## config.mk

```make
export PLATFORM = sky130hd
export DESIGN_NAME = max_finder
export DESIGN_NICKNAME = d
export VERILOG_FILES = /design/src/rtl/max_finder_pkg.sv /design/src/rtl/max_capture_bank.sv /design/src/rtl/max_finder.sv
export SDC_FILE = /design/constraint.sdc
export NUM_CORES = 1
export LEC_CHECK = 0
export ABC_AREA = 0
export CORE_UTILIZATION = 45
export CTS_CLUSTER_DIAMETER = 60
export CTS_CLUSTER_SIZE = 30
export DETAILED_ROUTE_END_ITERATION = 12
export GPL_TIMING_DRIVEN = 0
export PLACE_DENSITY = 0.81
export SYNTH_ARGS = -nofsm -noshare
export SYNTH_HDL_FRONTEND = slang
export SYNTH_SLANG_ARGS = --single-unit
```

## constraint.sdc

```tcl
create_clock -name i_clk -period 7 [get_ports i_clk]
set_input_delay 1.4 -clock i_clk [delete_from_list [all_inputs] [get_ports i_clk]]
set_output_delay 1.4 -clock i_clk [all_outputs]
set_load 0.02 [all_outputs]
```

## src/rtl/max_finder_pkg.sv

```systemverilog
// rtl/max_finder_pkg.sv - shared state type and sizing helper for the arg-max finder
package max_finder_pkg;

    typedef enum logic [1:0] {
        COLLECT = 2'd0,
        SCAN    = 2'd1,
        HOLD    = 2'd2
    } state_t;

    function automatic int clog2_min1(input int n);
        int r;
        r = 0;
        while ((1 << r) < n) begin
            r = r + 1;
        end
        if (r < 1) begin
            r = 1;
        end
        return r;
    endfunction

endpackage

```

## src/rtl/max_capture_bank.sv

```systemverilog
// rtl/max_capture_bank.sv - per-lane capture registers and arrival mask
module max_capture_bank #(
    parameter int NUM_INPUT  = 10,
    parameter int DATA_WIDTH = 16,
    parameter int IDX_WIDTH  = 4
) (
    input  logic                            clk,
    input  logic                            rst,
    input  logic                            capture_en,
    input  logic                            clear_mask,
    input  logic [NUM_INPUT*DATA_WIDTH-1:0] data,
    input  logic [NUM_INPUT-1:0]            data_valid,
    input  logic [IDX_WIDTH-1:0]            rd_ptr,
    output logic [DATA_WIDTH-1:0]           rd_data,
    output logic [DATA_WIDTH-1:0]           lane0_next,
    output logic                            mask_full
);

    logic [DATA_WIDTH-1:0] lanes [NUM_INPUT];
    logic [NUM_INPUT-1:0]  mask;
    logic [NUM_INPUT-1:0]  capture;

    assign capture   = capture_en ? data_valid : '0;
    assign mask_full = &(mask | capture);
    assign rd_data   = lanes[rd_ptr];

    // Lane 0 bypass: the scan seeds its running max on the same edge lane 0 may be captured.
    assign lane0_next = capture[0] ? data[DATA_WIDTH-1:0] : lanes[0];

    always_ff @(posedge clk or posedge rst) begin
        if (rst) begin
            mask <= '0;
            for (int k = 0; k < NUM_INPUT; k++) begin
                lanes[k] <= '0;
            end
        end else begin
            if (clear_mask) begin
                mask <= '0;
            end else begin
                mask <= mask | capture;
            end
            for (int k = 0; k < NUM_INPUT; k++) begin
                if (capture[k]) begin
                    lanes[k] <= data[k*DATA_WIDTH +: DATA_WIDTH];
                end
            end
        end
    end

endmodule

```

## src/rtl/max_finder.sv

```systemverilog
// rtl/max_finder.sv - collects neuron lanes, scans for the signed arg-max, hands off the class
module max_finder
    import max_finder_pkg::*;
#(
    parameter int  NUM_INPUT  = 10,
    parameter int  DATA_WIDTH = 16,
    localparam int IDX_WIDTH  = clog2_min1(NUM_INPUT)
) (
    input  logic                            i_clk,
    input  logic                            i_reset,
    input  logic [NUM_INPUT*DATA_WIDTH-1:0] i_data,
    input  logic [NUM_INPUT-1:0]            i_data_valid,
    input  logic                            i_class_ready,
    output logic [IDX_WIDTH-1:0]            o_class,
    output logic [DATA_WIDTH-1:0]           o_max_value,
    output logic                            o_class_valid,
    output logic                            o_busy,
    output logic                            o_overrun
);

    localparam logic [IDX_WIDTH-1:0] LAST_PTR = IDX_WIDTH'(NUM_INPUT - 1);

    state_t                        state;
    logic [IDX_WIDTH-1:0]          ptr;
    logic [IDX_WIDTH-1:0]          idx_r;
    logic signed [DATA_WIDTH-1:0]  max_r;
    logic [DATA_WIDTH-1:0]         rd_data;
    logic [DATA_WIDTH-1:0]         lane0_next;
    logic                          mask_full;
    logic                          cand_gt;
    logic                          accept;

    assign accept  = (state == HOLD) && o_class_valid && i_class_ready;
    assign cand_gt = $signed(rd_data) > max_r;

    max_capture_bank #(
        .NUM_INPUT  (NUM_INPUT),
        .DATA_WIDTH (DATA_WIDTH),
        .IDX_WIDTH  (IDX_WIDTH)
    ) u_bank (
        .clk        (i_clk),
        .rst        (i_reset),
        .capture_en (state == COLLECT),
        .clear_mask (accept),
        .data       (i_data),
        .data_valid (i_data_valid),
        .rd_ptr     (ptr),
        .rd_data    (rd_data),
        .lane0_next (lane0_next),
        .mask_full  (mask_full)
    );

    always_ff @(posedge i_clk or posedge i_reset) begin
        if (i_reset) begin
            state         <= COLLECT;
            ptr           <= '0;
            idx_r         <= '0;
            max_r         <= '0;
            o_class       <= '0;
            o_max_value   <= '0;
            o_class_valid <= 1'b0;
            o_busy        <= 1'b0;
            o_overrun     <= 1'b0;
        end else begin
            if ((state != COLLECT) && (|i_data_valid)) begin
                o_overrun <= 1'b1;
            end
            case (state)
                COLLECT: begin
                    if (mask_full) begin
                        max_r  <= lane0_next;
                        idx_r  <= '0;
                        ptr    <= IDX_WIDTH'(1);
                        state  <= (NUM_INPUT == 1) ? HOLD : SCAN;
                        o_busy <= 1'b1;
                    end
                end
                SCAN: begin
                    // Strict greater-than so ties keep the lower index.
                    if (cand_gt) begin
                        max_r <= rd_data;
                        idx_r <= ptr;
                    end
                    if (ptr == LAST_PTR) begin
                        ptr   <= '0;
                        state <= HOLD;
                    end else begin
                        ptr <= ptr + IDX_WIDTH'(1);
                    end
                end
                HOLD: begin
                    if (!o_class_valid) begin
                        o_class_valid <= 1'b1;
                        o_class       <= idx_r;
                        o_max_value   <= max_r;
                    end else if (i_class_ready) begin
                        o_class_valid <= 1'b0;
                        state         <= COLLECT;
                        o_busy        <= 1'b0;
                    end
                end
                default: begin
                    state  <= COLLECT;
                    o_busy <= 1'b0;
                end
            endcase
        end
    end

endmodule

```

==> qor.csv, run 1 <==
metric,value,unit
register area share after synthesis,54.0,%
Core Area,22000,um2
cell count after synthesis,699,
Sw Pwr,2.15,mW
nets@finish,1107,
Post-CTS Setup Bufs,0,
wire per inst,20.6,um
crit share post-route,62.3,%
largest net degree at the start of global routing,44,
Switching Share,35.6,%
"Reg clk slew, reported paths",0.09,ns
syn_nets,890,
Fin Clk Skew,0.0341,ns
Post-Route WL,24800,um
pwr/cell area,464,nW/um2
global placement routability congestion,0.877,
Resize count post-CTS,0,
class of the worst hold path,reg2reg,
RSZ-0062 raised after global routing,false,
Final TNS setup,0,ns
Synth Register Bits,219,
total track usage,21.9,%
Starting Density,46.2,%
sequential share of power,35.9,%
share of the synthesized area in the top cell type,54.0,%
clk sinks,219,
final setup fails,0,
Die Y-Extent,152,um
MaxCap Viol Count,0,
Pint,3.90,mW
Synth warnings,0,
"area leader, netlist",dfrtp_1,
Vias,6657,
Leakage Power,5.60,nW
Die Area,23100,um2
Synth Area per Inst,14.5,um2
post-route design area,13000,um2
port bufs,195,
ranking of synthesized cells by area,"dfrtp_1, mux2_2, mux4_2",
Layout Utilization,59.4,%
global-route wire length before repair,39400,um
dpl cells,1179,
Worst setup EP type,flip-flop,
DR vias/cell,5.53,
Die Wd,152,um
clk_lat worst skew,0.49,ns
layout cells sized above 1,24.9,%
worst-path maximum fanout,10,
number of detailed-route iterations in the first pass,9,
worst-margin pin slew,0.789,ns
Post-DRT Antenna Nets,0,
vias in the first global route,7116,
maximum vdd ir drop,227,uV
CTS tree,done,
"Req. time, crit path",7.36,ns
CTS Hold Buffers Added,0,
"Distinct cells, synth",42,
Slew Limit Fails,0,
fmax,0.229,GHz
Non-Filler Instances,1204,
root buf cell,clkbuf_16,
Post-Syn Area,10100,um2
CTS H-tree lvls,1,
Slew HR,47.4,%
status,"complete, but fails checks",
failing checks,design-rule violations,
First DRT Iteration DRCs,300,
reg2reg path depth,14,
CTS buffer count,15,
Clock power frac,15.1,%
Pwr Total,6.05,mW
worst-case clock buffer depth,3,
initial antenna violation count,2,
DRC,16,
CP Data Arrival Time,4.72,ns
Worst setup SP type,flip-flop,
I/O Pins,196,
area grow syn2layout,28.6,%
hold path depth,1,
number of fill cells in the layout,1703,
combinational power share,49.0,%
Period minus WS final,4.36,ns
Site Rows,54,
Crit Path Class,reg2reg,
final hold violation count,0,
post-DP HPWL,19300,um
placed instance area,12500,um2
GRT overflow,0,
-- cell usage after synthesis, drive strengths merged --
cell type	number
nor2b	4
o21a	11
o22a	1
or2	1
ha	18
o211ai	1
or3	1
mux4	32
o221ai	1
o22ai	20
nand3	6
a31oi	3
nor3b	2
or4	1
inv	21
buf	30
and2	10
clkbuf	14
mux2i	66
dfrtp	219
nor2	7
nor4	3
nand4	6
a221oi	1
nand2	16
o21ai	8
nand2b	2
mux2	181
a21oi	10
a2111o	1
nor3	1
a21o	1
-- layer usage --
metal  GRT usage, %  routed length, um  part of all wire, %
met1           29.0              10700                   43
met2           36.4              12000                   48
met4           8.02                753                  3.0
met5              0                  0                    0
met3           3.62               1320                  5.3
-- cells by family (layout without fill, tap and decap cells) --
logic type	after synthesis	after routing	share of synthesized area (%)
other cells	0	2	0
simple gates	60	60	3.22
flops	219	219	54.0
compound gates	58	58	3.70
fa+ha+maj	18	18	2.22
mux	279	279	33.7
buf+inv	65	288	3.11
-- power by group through the flow --
stage | combinational [mW] | clock [mW] | sequential [mW]
2_1_floorplan | 2.21 | 0 | 2.12
3_3_place_gp | 2.86 | 0 | 2.16
3_5_place_dp | 2.95 | 0 | 2.19
4_1_cts | 2.97 | 0.935 | 2.17
5_1_grt | 3.21 | 0.977 | 2.24
6_report | 2.96 | 0.916 | 2.17
-- worst paths after layout --
check,startpoint,to,slack (ns)
min in group asynchronous,i_reset,u_bank.lanes[15]$_DFFE_PP0P_,1.30
max in group asynchronous,i_reset,u_bank.lanes[116]$_DFFE_PP0P_,4.27
setup reg to reg,ptr[0]$_DFFE_PP0P_,max_r[0]$_DFFE_PP0P_,2.64
hold / removal,u_bank.lanes[117]$_DFFE_PP0P_,u_bank.lanes[117]$_DFFE_PP0P_,0.48
setup / recovery,ptr[0]$_DFFE_PP0P_,max_r[0]$_DFFE_PP0P_,2.64
hold reg to reg,u_bank.lanes[117]$_DFFE_PP0P_,u_bank.lanes[117]$_DFFE_PP0P_,0.48
-- critical path, cell delays in order, from the launching register on --
cell	delay, ns
dfrtp_1	0.39
buf_2	0.25
buf_2	0.38
buf_4	0.29
buf_2	0.33
mux2i_1	0.33
o22ai_1	0.16
ha_1	0.41
nand4_2	0.20
or4_1	0.54
nor3b_1	0.16
nand4_1	0.10
nor3b_2	0.18
buf_6	0.19
mux2_1	0.33
-- through the flow --
stage	hold slack, ns	worst slack, ns
after floorplan	0.453	2.75
after global placement	0.462	1.11
after detailed placement	0.470	2.69
after CTS	0.493	2.66
after global routing	0.508	2.45
final	0.485	2.64
-- state kept, by name (all words and copies together), names as in the netlist --
register / flops
u_bank.lanes: 160
max_r: 16
o_max_value: 16
u_bank.mask: 10
idx_r: 4
o_class: 4
ptr: 4
state: 2
o_busy: 1
o_class_valid: 1
o_overrun: 1
-- final cells by class --
type,instances,area [um2],share of cell area [%]
multi-input cells,415,4350,33.3
inverters,21,82.6,0.633
well taps,280,350,2.69
clock buffers,16,389,2.98
repair buffers,200,2050,15.7
plain buffers,44,236,1.81
diodes,2,5.00,0.0384
flip-flops and latches,219,5480,42.0
clock inverters,7,101,0.777
-- placed cells by master, fill, tap and decap left out, types with 3 or more instances in the layout --
| cell | synthesis | layout |
|---|---|---|
| a21oi_1 | 10 | 10 |
| a31oi_1 | 3 | 3 |
| and2_1 | 10 | 10 |
| buf_1 | 4 | 4 |
| buf_12 | 1 | 6 |
| buf_2 | 20 | 20 |
| buf_6 | 3 | 3 |
| clkbuf_1 | 14 | 14 |
| clkbuf_16 | 0 | 15 |
| clkdlybuf4s50_1 | 0 | 195 |
| dfrtp_1 | 219 | 219 |
| ha_1 | 18 | 18 |
| inv_1 | 20 | 19 |
| mux2_1 | 44 | 44 |
| mux2_2 | 137 | 137 |
| mux2i_1 | 66 | 66 |
| mux4_2 | 32 | 32 |
| nand2_1 | 16 | 16 |
| nand3_1 | 6 | 6 |
| nand4_1 | 5 | 5 |
| nor2_1 | 6 | 6 |
| nor2b_1 | 4 | 4 |
| nor4_1 | 3 | 3 |
| o21a_1 | 11 | 11 |
| o21ai_0 | 7 | 7 |
| o22ai_1 | 20 | 20 |
Note: power is estimated with default switching activity, not from simulation.
==> run 2: changes to the inputs <==
--- a/config.mk
+++ b/config.mk
@@ -11,7 +11,7 @@
 export CTS_CLUSTER_SIZE = 30
 export DETAILED_ROUTE_END_ITERATION = 12
 export GPL_TIMING_DRIVEN = 0
-export PLACE_DENSITY = 0.81
+export PLACE_DENSITY = 0.78
 export SYNTH_ARGS = -nofsm -noshare
 export SYNTH_HDL_FRONTEND = slang
 export SYNTH_SLANG_ARGS = --single-unit
==> constraint.sdc (replaced) <==
create_clock -name i_clk -period 4.5 [get_ports i_clk]
set_input_delay 0.9 -clock i_clk [delete_from_list [all_inputs] [get_ports i_clk]]
set_output_delay 0.9 -clock i_clk [all_outputs]
set_load 0.02 [all_outputs]
==> run 2 against run 1 <==
Net effect:
- the run still ends with design-rule violations left
- largest power group unchanged
- global-route usage up 0.30 points
- worst hold slack better by 0.0023 ns
- final cell count up 0.58%
==> qor.csv, run 2 (same netlist as run 1, synthesis figures left out) <==
metric,value,unit,change
Fin Clk Skew,0.0157,ns,-0.0184 ns
Die Y-Extent,152,um,unchanged
port bufs,195,,unchanged
number of detailed-route iterations in the first pass,10,,+1
pre-CTS WS,0.0927,ns,-2.60 ns
class of the worst hold path,reg2reg,,
"Reg clk slew, reported paths",0.08,ns,about the same
clk sinks,219,,unchanged
Worst setup SP type,flip-flop,,
GRT overflow,0,,unchanged
nets@finish,1107,,unchanged
max reg flops,160,,unchanged
Crit Path Class,reg2reg,,
First DRT Iteration DRCs,357,,+19%
root buf cell,clkbuf_16,,
Period minus WS final,4.27,ns,-0.0910 ns
fmax,0.234,GHz,+2.1%
worst-margin pin slew,0.768,ns,-0.0213 ns
total track usage,22.2,%,+0.30 points
wire per inst,20.8,um,+0.87%
CTS buffer count,16,,+1
post-route design area,13100,um2,+0.79%
global placement routability congestion,0.860,,-2.0%
CTS Hold Buffers Added,0,,unchanged
CTS H-tree lvls,1,,unchanged
GR peak layer,met2,,
Die Area,23100,um2,unchanged
maximum vdd ir drop,407,uV,+80%
clk_lat worst skew,0.49,ns,about the same
DR vias/cell,5.45,,-1.5%
Final TNS setup,0,ns,unchanged
"commonest non-fill, non-tap cells in the layout","dfrtp_1, clkdlybuf4s50_1, mux2_2",,
pwr/cell area,731,nW/um2,+58%
final hold violation count,0,,unchanged
final setup fails,0,,unchanged
Post-CTS Setup Bufs,0,,unchanged
Core Area,22000,um2,unchanged
Slew Limit Fails,0,,unchanged
Vias,6594,,-0.95%
I/O Pins,196,,unchanged
Layout Utilization,59.9,%,+0.47 points
"Req. time, crit path",4.87,ns,-2.49 ns
DRC,36,,+20
layout cells sized above 1,25.3,%,+0.32 points
Post-Route WL,25200,um,+1.5%
Worst setup EP type,flip-flop,,
placed instance area,12500,um2,unchanged
global-route wire length before repair,39800,um,+0.96%
Post-DRT Antenna Nets,0,,unchanged
Die Wd,152,um,unchanged
Resize count post-CTS,0,,unchanged
"most common cell after layout, fill and taps aside",dfrtp_1,,
post-DP HPWL,19300,um,about the same
grt met3 use,4.56,%,+0.94 points
initial antenna violation count,4,,+2
crit share post-route,95.0,%,+33 points
grt met1 use,29.1,%,+0.14 points
Starting Density,46.2,%,unchanged
register area,5480,um2,unchanged
MaxCap Viol Count,0,,unchanged
Slew HR,48.8,%,+1.4 points
largest net degree at the start of global routing,43,,-2.3%
Site Rows,54,,unchanged
CTS tree,done,,
Leakage Power,5.64,nW,+0.77%
Reg with most FFs,u_bank.lanes,,
status,"complete, but fails checks",,
failing checks,design-rule violations,,
Setup WS post-layout,0.227,ns,-2.41 ns
grt met2 use,37.3,%,+0.86 points
number of fill cells in the layout,1756,,+3.1%
area grow syn2layout,29.6,%,
area of the multi-input gates,4350,um2,unchanged
worst-case clock buffer depth,3,,unchanged
biggest regs,"u_bank.lanes x160, max_r x16, o_max_value x16",,
worst-path maximum fanout,19,,+9
CP Data Arrival Time,4.64,ns,-0.08 ns
vias in the first global route,7090,,-0.37%
[run 2: area by class of cell]
cell class | instances | area share, %
diodes | 5 | 0.0952
plain buffers | 43 | 1.78
clock buffers | 19 | 3.45
clock inverters | 9 | 1.03
inverters | 21 | 0.628
multi-input cells | 415 | 33.1
flip-flops and latches | 219 | 41.7
well taps | 280 | 2.66
repair buffers | 200 | 15.6
[run 2: power by group]
group,internal (mW),total [mW],switching (mW)
Clock,0.861,1.60,0.740
Combinational,2.46,4.62,2.16
Sequential,2.90,3.39,0.491
[run 2: worst max-delay path, cell delays in order (launching register included)]
cell and delay [ns]:
dfrtp_1 0.39, buf_2 0.26, clkbuf_4 0.32, buf_4 0.37
mux4_2 0.39, mux2i_1 0.25, o22ai_1 0.15, ha_1 0.37
nand4_1 0.12, or4_1 0.56, nor3b_1 0.17, nand4_1 0.10
nor3b_2 0.18, buf_6 0.19, mux2_1 0.33
[run 2: per-layer routing]
layer | vias up | part of all wire (%)
li1 | 3010 | -
met2 | 197 | 49
met4 | 0 | 2.5
met1 | 3345 | 42
met3 | 42 | 5.9
met5 | - | 0
[run 2: final timing paths]
path | cells past startpoint | startpoint | slack [ns] | end
max in group asynchronous | 4 | i_reset | 2.76 | u_bank.lanes[148]$_DFF_PP0_
worst min-delay path | 1 | o_class[0]$_DFFE_PP0P_ | 0.49 | o_class[0]$_DFFE_PP0P_
worst max-delay path | 14 | ptr[0]$_DFFE_PP0P_ | 0.23 | max_r[0]$_DFFE_PP0P_
min in group asynchronous | 2 | i_reset | 0.84 | u_bank.lanes[25]$_DFFE_PP0P_
worst max register to register | 14 | ptr[0]$_DFFE_PP0P_ | 0.23 | max_r[0]$_DFFE_PP0P_
worst min register to register | 1 | o_class[0]$_DFFE_PP0P_ | 0.49 | o_class[0]$_DFFE_PP0P_
[run 2: stage by stage]
step	hold WS [ns]	std cells	power (mW)
4_1_cts	0.494	1207	9.65
3_5_place_dp	0.470	1179	8.02
5_1_grt	0.505	1209	10.2
3_3_place_gp	0.453	1174	7.84
2_1_floorplan	0.453	699	6.73
6_report	0.487	1211	9.61
